[src/rtl/alu_pkg.sv]
// Shared opcode definitions for the arithmetic/logic unit and its shifter.
package alu_pkg;

  typedef logic [3:0] opcode_t;

  typedef enum logic [3:0] {
    OP_OR  = 4'd0,
    OP_XOR = 4'd1,
    OP_AND = 4'd2,
    OP_ROL = 4'd3,
    OP_SRL = 4'd4,
    OP_SLL = 4'd5,
    OP_ADD = 4'd8,
    OP_SUB = 4'd9,
    OP_SRA = 4'd10
  } alu_op_e;

endpackage

[src/rtl/alu_shifter.sv]
// Combinational rotate/shift unit: ROL, SRL, SLL and SRA on operand a by amount b.
module alu_shifter
  import alu_pkg::*;
#(
  parameter int WIDTH = 8
) (
  input  logic [WIDTH-1:0] a,
  input  logic [WIDTH-1:0] b,
  input  opcode_t          op,
  output logic [WIDTH-1:0] result
);

  logic [WIDTH-1:0]   amt;
  logic [2*WIDTH-1:0] dbl;

  // Rotate via a doubled copy: the upper half after the left shift is the rotated value.
  assign amt = WIDTH'(b % WIDTH);
  assign dbl = {a, a} << amt;

  always_comb begin
    result = '0;
    case (op)
      OP_ROL:  result = dbl[2*WIDTH-1:WIDTH];
      OP_SRL:  result = a >> b;
      OP_SLL:  result = a << b;
      OP_SRA:  result = $signed(a) >>> b;
      default: result = '0;
    endcase
  end

endmodule

[src/rtl/arithmetic_logic_unit.sv]
// Single-cycle ALU: combinational logic/arithmetic/shift ops with one registered result stage.
module arithmetic_logic_unit
  import alu_pkg::*;
#(
  parameter int WIDTH = 8
) (
  input  logic             clk,
  input  logic             rst,
  input  logic [WIDTH-1:0] a,
  input  logic [WIDTH-1:0] b,
  input  logic [3:0]       select,
  output logic [WIDTH-1:0] out,
  output logic             negative,
  output logic             zero,
  output logic             carry_out,
  output logic             overflow
);

  logic [WIDTH-1:0] shift_res;
  logic [WIDTH:0]   sum;
  logic [WIDTH:0]   diff;
  logic [WIDTH-1:0] res;
  logic             res_c;
  logic             res_v;

  alu_shifter #(.WIDTH(WIDTH)) u_shifter (
    .a      (a),
    .b      (b),
    .op     (select),
    .result (shift_res)
  );

  assign sum  = {1'b0, a} + {1'b0, b};
  assign diff = {1'b0, a} - {1'b0, b};

  always_comb begin
    res   = '0;
    res_c = 1'b0;
    res_v = 1'b0;
    case (select)
      OP_OR:  res = a | b;
      OP_XOR: res = a ^ b;
      OP_AND: res = a & b;
      OP_ROL, OP_SRL, OP_SLL, OP_SRA: res = shift_res;
      OP_ADD: begin
        res   = sum[WIDTH-1:0];
        res_c = sum[WIDTH];
        res_v = (a[WIDTH-1] == b[WIDTH-1]) && (sum[WIDTH-1] != a[WIDTH-1]);
      end
      OP_SUB: begin
        // Borrow shows up in the extended bit; carry is its inverse.
        res   = diff[WIDTH-1:0];
        res_c = ~diff[WIDTH];
        res_v = (a[WIDTH-1] != b[WIDTH-1]) && (diff[WIDTH-1] != a[WIDTH-1]);
      end
      default: res = '0;
    endcase
  end

  always_ff @(posedge clk) begin
    if (rst) begin
      out       <= '0;
      negative  <= 1'b0;
      zero      <= 1'b1;
      carry_out <= 1'b0;
      overflow  <= 1'b0;
    end else begin
      out       <= res;
      negative  <= res[WIDTH-1];
      zero      <= (res == '0);
      carry_out <= res_c;
      overflow  <= res_v;
    end
  end

endmodule

[config.mk]
export PLATFORM = sky130hd
export DESIGN_NAME = arithmetic_logic_unit
export DESIGN_NICKNAME = d
export VERILOG_FILES = /design/src/rtl/alu_pkg.sv /design/src/rtl/alu_shifter.sv /design/src/rtl/arithmetic_logic_unit.sv
export SDC_FILE = /design/constraint.sdc
export NUM_CORES = 1
export LEC_CHECK = 0
export CORE_ASPECT_RATIO = 1.75
export CORE_MARGIN = 2
export CORE_UTILIZATION = 35
export DETAILED_ROUTE_END_ITERATION = 7
export PLACE_DENSITY = 0.64
export SLEW_MARGIN = 25
export SYNTH_ARGS = -nofsm -noshare
export SYNTH_HDL_FRONTEND = slang
export SYNTH_SLANG_ARGS = --single-unit
[constraint.sdc]
create_clock -name clk -period 2.7 [get_ports clk]
set_input_delay 0.54 -clock clk [delete_from_list [all_inputs] [get_ports clk]]
set_output_delay 0.54 -clock clk [all_outputs]
set_load 0.01 [all_outputs]
==> impl_metrics.tcl <==
set metrics [dict create \
    status "finished clean" \
    holdCritPathClass "in -> reg" \
    finalSetupTns_ps 0 \
    critical_path_peak_fanout 7 \
    startpoint_type "input pin" \
    drt_wl_total_um 9880 \
    p_leak_uw 0.00189 \
    cp_cell_sequence "clkdlybuf4s50_1 > buf_4 > and4bb_1 > o211ai_1 > buf_4 > o2111ai_1 > a211o_1 > a221oi_2 > a41oi_2 > nor2_1" \
    cts_buffers 3 \
    critPathKind "in -> reg" \
    nets 510 \
    stdcell_area_um2 4060 \
    netlist-cell-type-count 67 \
    drcViolationCount 0 \
    syn_to_final_growth_pct 64.7 \
    ios 34 \
    layout-drive-gt1-share 0.412 \
    ant_nets 0 \
    cts-root-buf "clkbuf_16" \
    cp.buffers_inverters 3 \
    peakVddDrop_mv 0.112 \
    dpl.hpwl_um 7970 \
    track_usage 0.257 \
    synth.area.top_cells "ha_1, dfxtp_1, mux4_2" \
    clk_pin_slew_worst_paths_ps 40 \
    cp.required_ps 2870 \
    vias 3110 \
    dr.pass1.iters 5 \
    synthesis.nets 369 \
    clockBufferDepth 2 \
    htree_levels 1 \
    synth-edff-count 0 \
    syn_avg_cell_area_um2 7.68 \
    vias_per_cell 5.71 \
    grt_setup_unrepaired "true" \
    place_inst 527 \
    final_common_cell "buf_4" \
    ys_ff_latch 11 \
    slew_violations 0 \
    die_height_um 115 \
    wl_per_cell_um 18.1 \
    cts_sinks 11 \
    hold_viol 0 \
    fp.dieW_um 67.4 \
    synth.largest_area_cell "ha_1" \
    cp_top_family "compound AO/OA/AOI/OAI gates" \
    cp.arrival_ps 2820 \
    io_buffers 33 \
    placed_area_um2 3620 \
    setup_slack_ps 54.5 \
    ctsHoldBuffers 0 \
    cp_slowest_cell "clkdlybuf4s50_1" \
    gp_congestion 0.927 \
    period_needed_ps 2650 \
    timing.max_cap.violations 0 \
    crit_path_frequent_cell "buf_4" \
    yosysSeqAreaShare 0.0893 \
    powerDensity_nw_per_um2 270 \
    finalCritPeriodShare 0.980 \
    endpoint_kind "flip-flop" \
    dieArea_um2 7760 \
    cts_tree "yes" \
    antenna_found_initial 0 \
    start_util 0.359 \
    slew_headroom 0.690 \
    pre_cts_ws_ps -669 \
    n_fill_cell 631 \
    diodes 0 \
    syn-cell-area_um2 2460 \
    syn_inst 321 \
    max_stage_delay_ps 470 \
    synth_top_area_share 0.122 \
    max_freq_mhz 378 \
    grt_pass1_vias 3006 \
    drt_iter0_markers 156 \
    ys_warn_count 0 \
    async_flop_share 0 \
    grt_pass1_wl_um 14900 \
    coreArea_um2 6860 \
    worst_slew_pin_slew_ps 461 \
    final_cell_mix "buf_4, nor2_1, a21oi_1" \
    synth-main-ff-cell "dfxtp_1" \
    overflow 0 \
    setup_violations 0 \
    fin_cells 545 \
    grt_max_degree 24 \
    rows 40 \
]
==> path summary, 6_finish.rpt <==
path,depth (start not counted),startpoint,slack (ps),to
setup / recovery,10,select[0],50,zero
hold / removal,2,rst,990,overflow
==> registers in the layout (all words and copies together), names as in the netlist <==
name	cells
carry_out	1
out	8
overflow	1
zero	1
==> per-stage QoR <==
step / hold slack [ps] / power [uW] / utilization
finish: 989 / 1100 / 0.592
global route: 1040 / 1150 / 0.592
CTS: 973 / 1060 / 0.555
detailed placement: 1210 / 759 / 0.528
global placement: 1210 / 754 / 0.528
floorplan: 609 / 465 / -
==> synthesized netlist by cell type, types with 3 or more instances <==
library cell and instances:
inv_2 3, o31ai_1 4, a211oi_1 8, and2_1 3, nor4_1 4, a21oi_1 32, nand3_1 8, ha_1 24
mux4_2 8, clkbuf_1 7, nor2_1 29, buf_6 3, o21ai_0 17, o211ai_1 6, o21bai_1 3, buf_2 9
dfxtp_1 11, mux2i_1 6, mux2_1 3, nor3_1 6, nand2_1 25, a31oi_1 3, xor2_1 4, a21o_1 3
xnor2_1 6, and3_1 3, inv_1 19, nor2b_1 8
==> routing by layer <==
metal | track usage | up-vias | wire length (um)
li1 | - | 1479 | -
met3 | 0.0196 | 53 | 401
met4 | 0.174 | 0 | 811
met2 | 0.481 | 134 | 5300
met1 | 0.259 | 1444 | 3360
met5 | 0 | - | 0
==> power by group <==
group / switching, uW / total, uW / internal [uW] / leakage [uW]
combinational: 318 / 654 / 336 / 0.00176
sequential: 2.33 / 175 / 172 / 0.0000900
clock: 70.4 / 266 / 196 / 0.0000409
==> final cells by class <==
cell class                      count  area (um^2)  area share
Multi-Input combinational cell    265         2210       0.545
Timing Repair Buffer              158         1350       0.333
Sequential cell                    11          220      0.0542
Tap cell                           84          105      0.0259
Inverter                           23         88.8      0.0219
Clock buffer                        3         75.1      0.0185
Clock inverter                      1         5.00     0.00123
==> logic make-up after synthesis <==
group,synth area share
and+or+nand+nor,0.229
xor gates and xnor gates,0.0355
adders and majority gates,0.138
buffers and inverters,0.0898
muxes,0.137
DFF,0.0893
AOI/OAI and AO/OA,0.281
==> repair_timing <==
action / 4_1_cts / 5_1_grt
pin swaps: 11 / 15
buffers inserted: 2 / 12
resized for setup: 25 / 53
setup endpoints to repair: 10 / 11
Note: power is estimated with default switching activity, not from simulation.
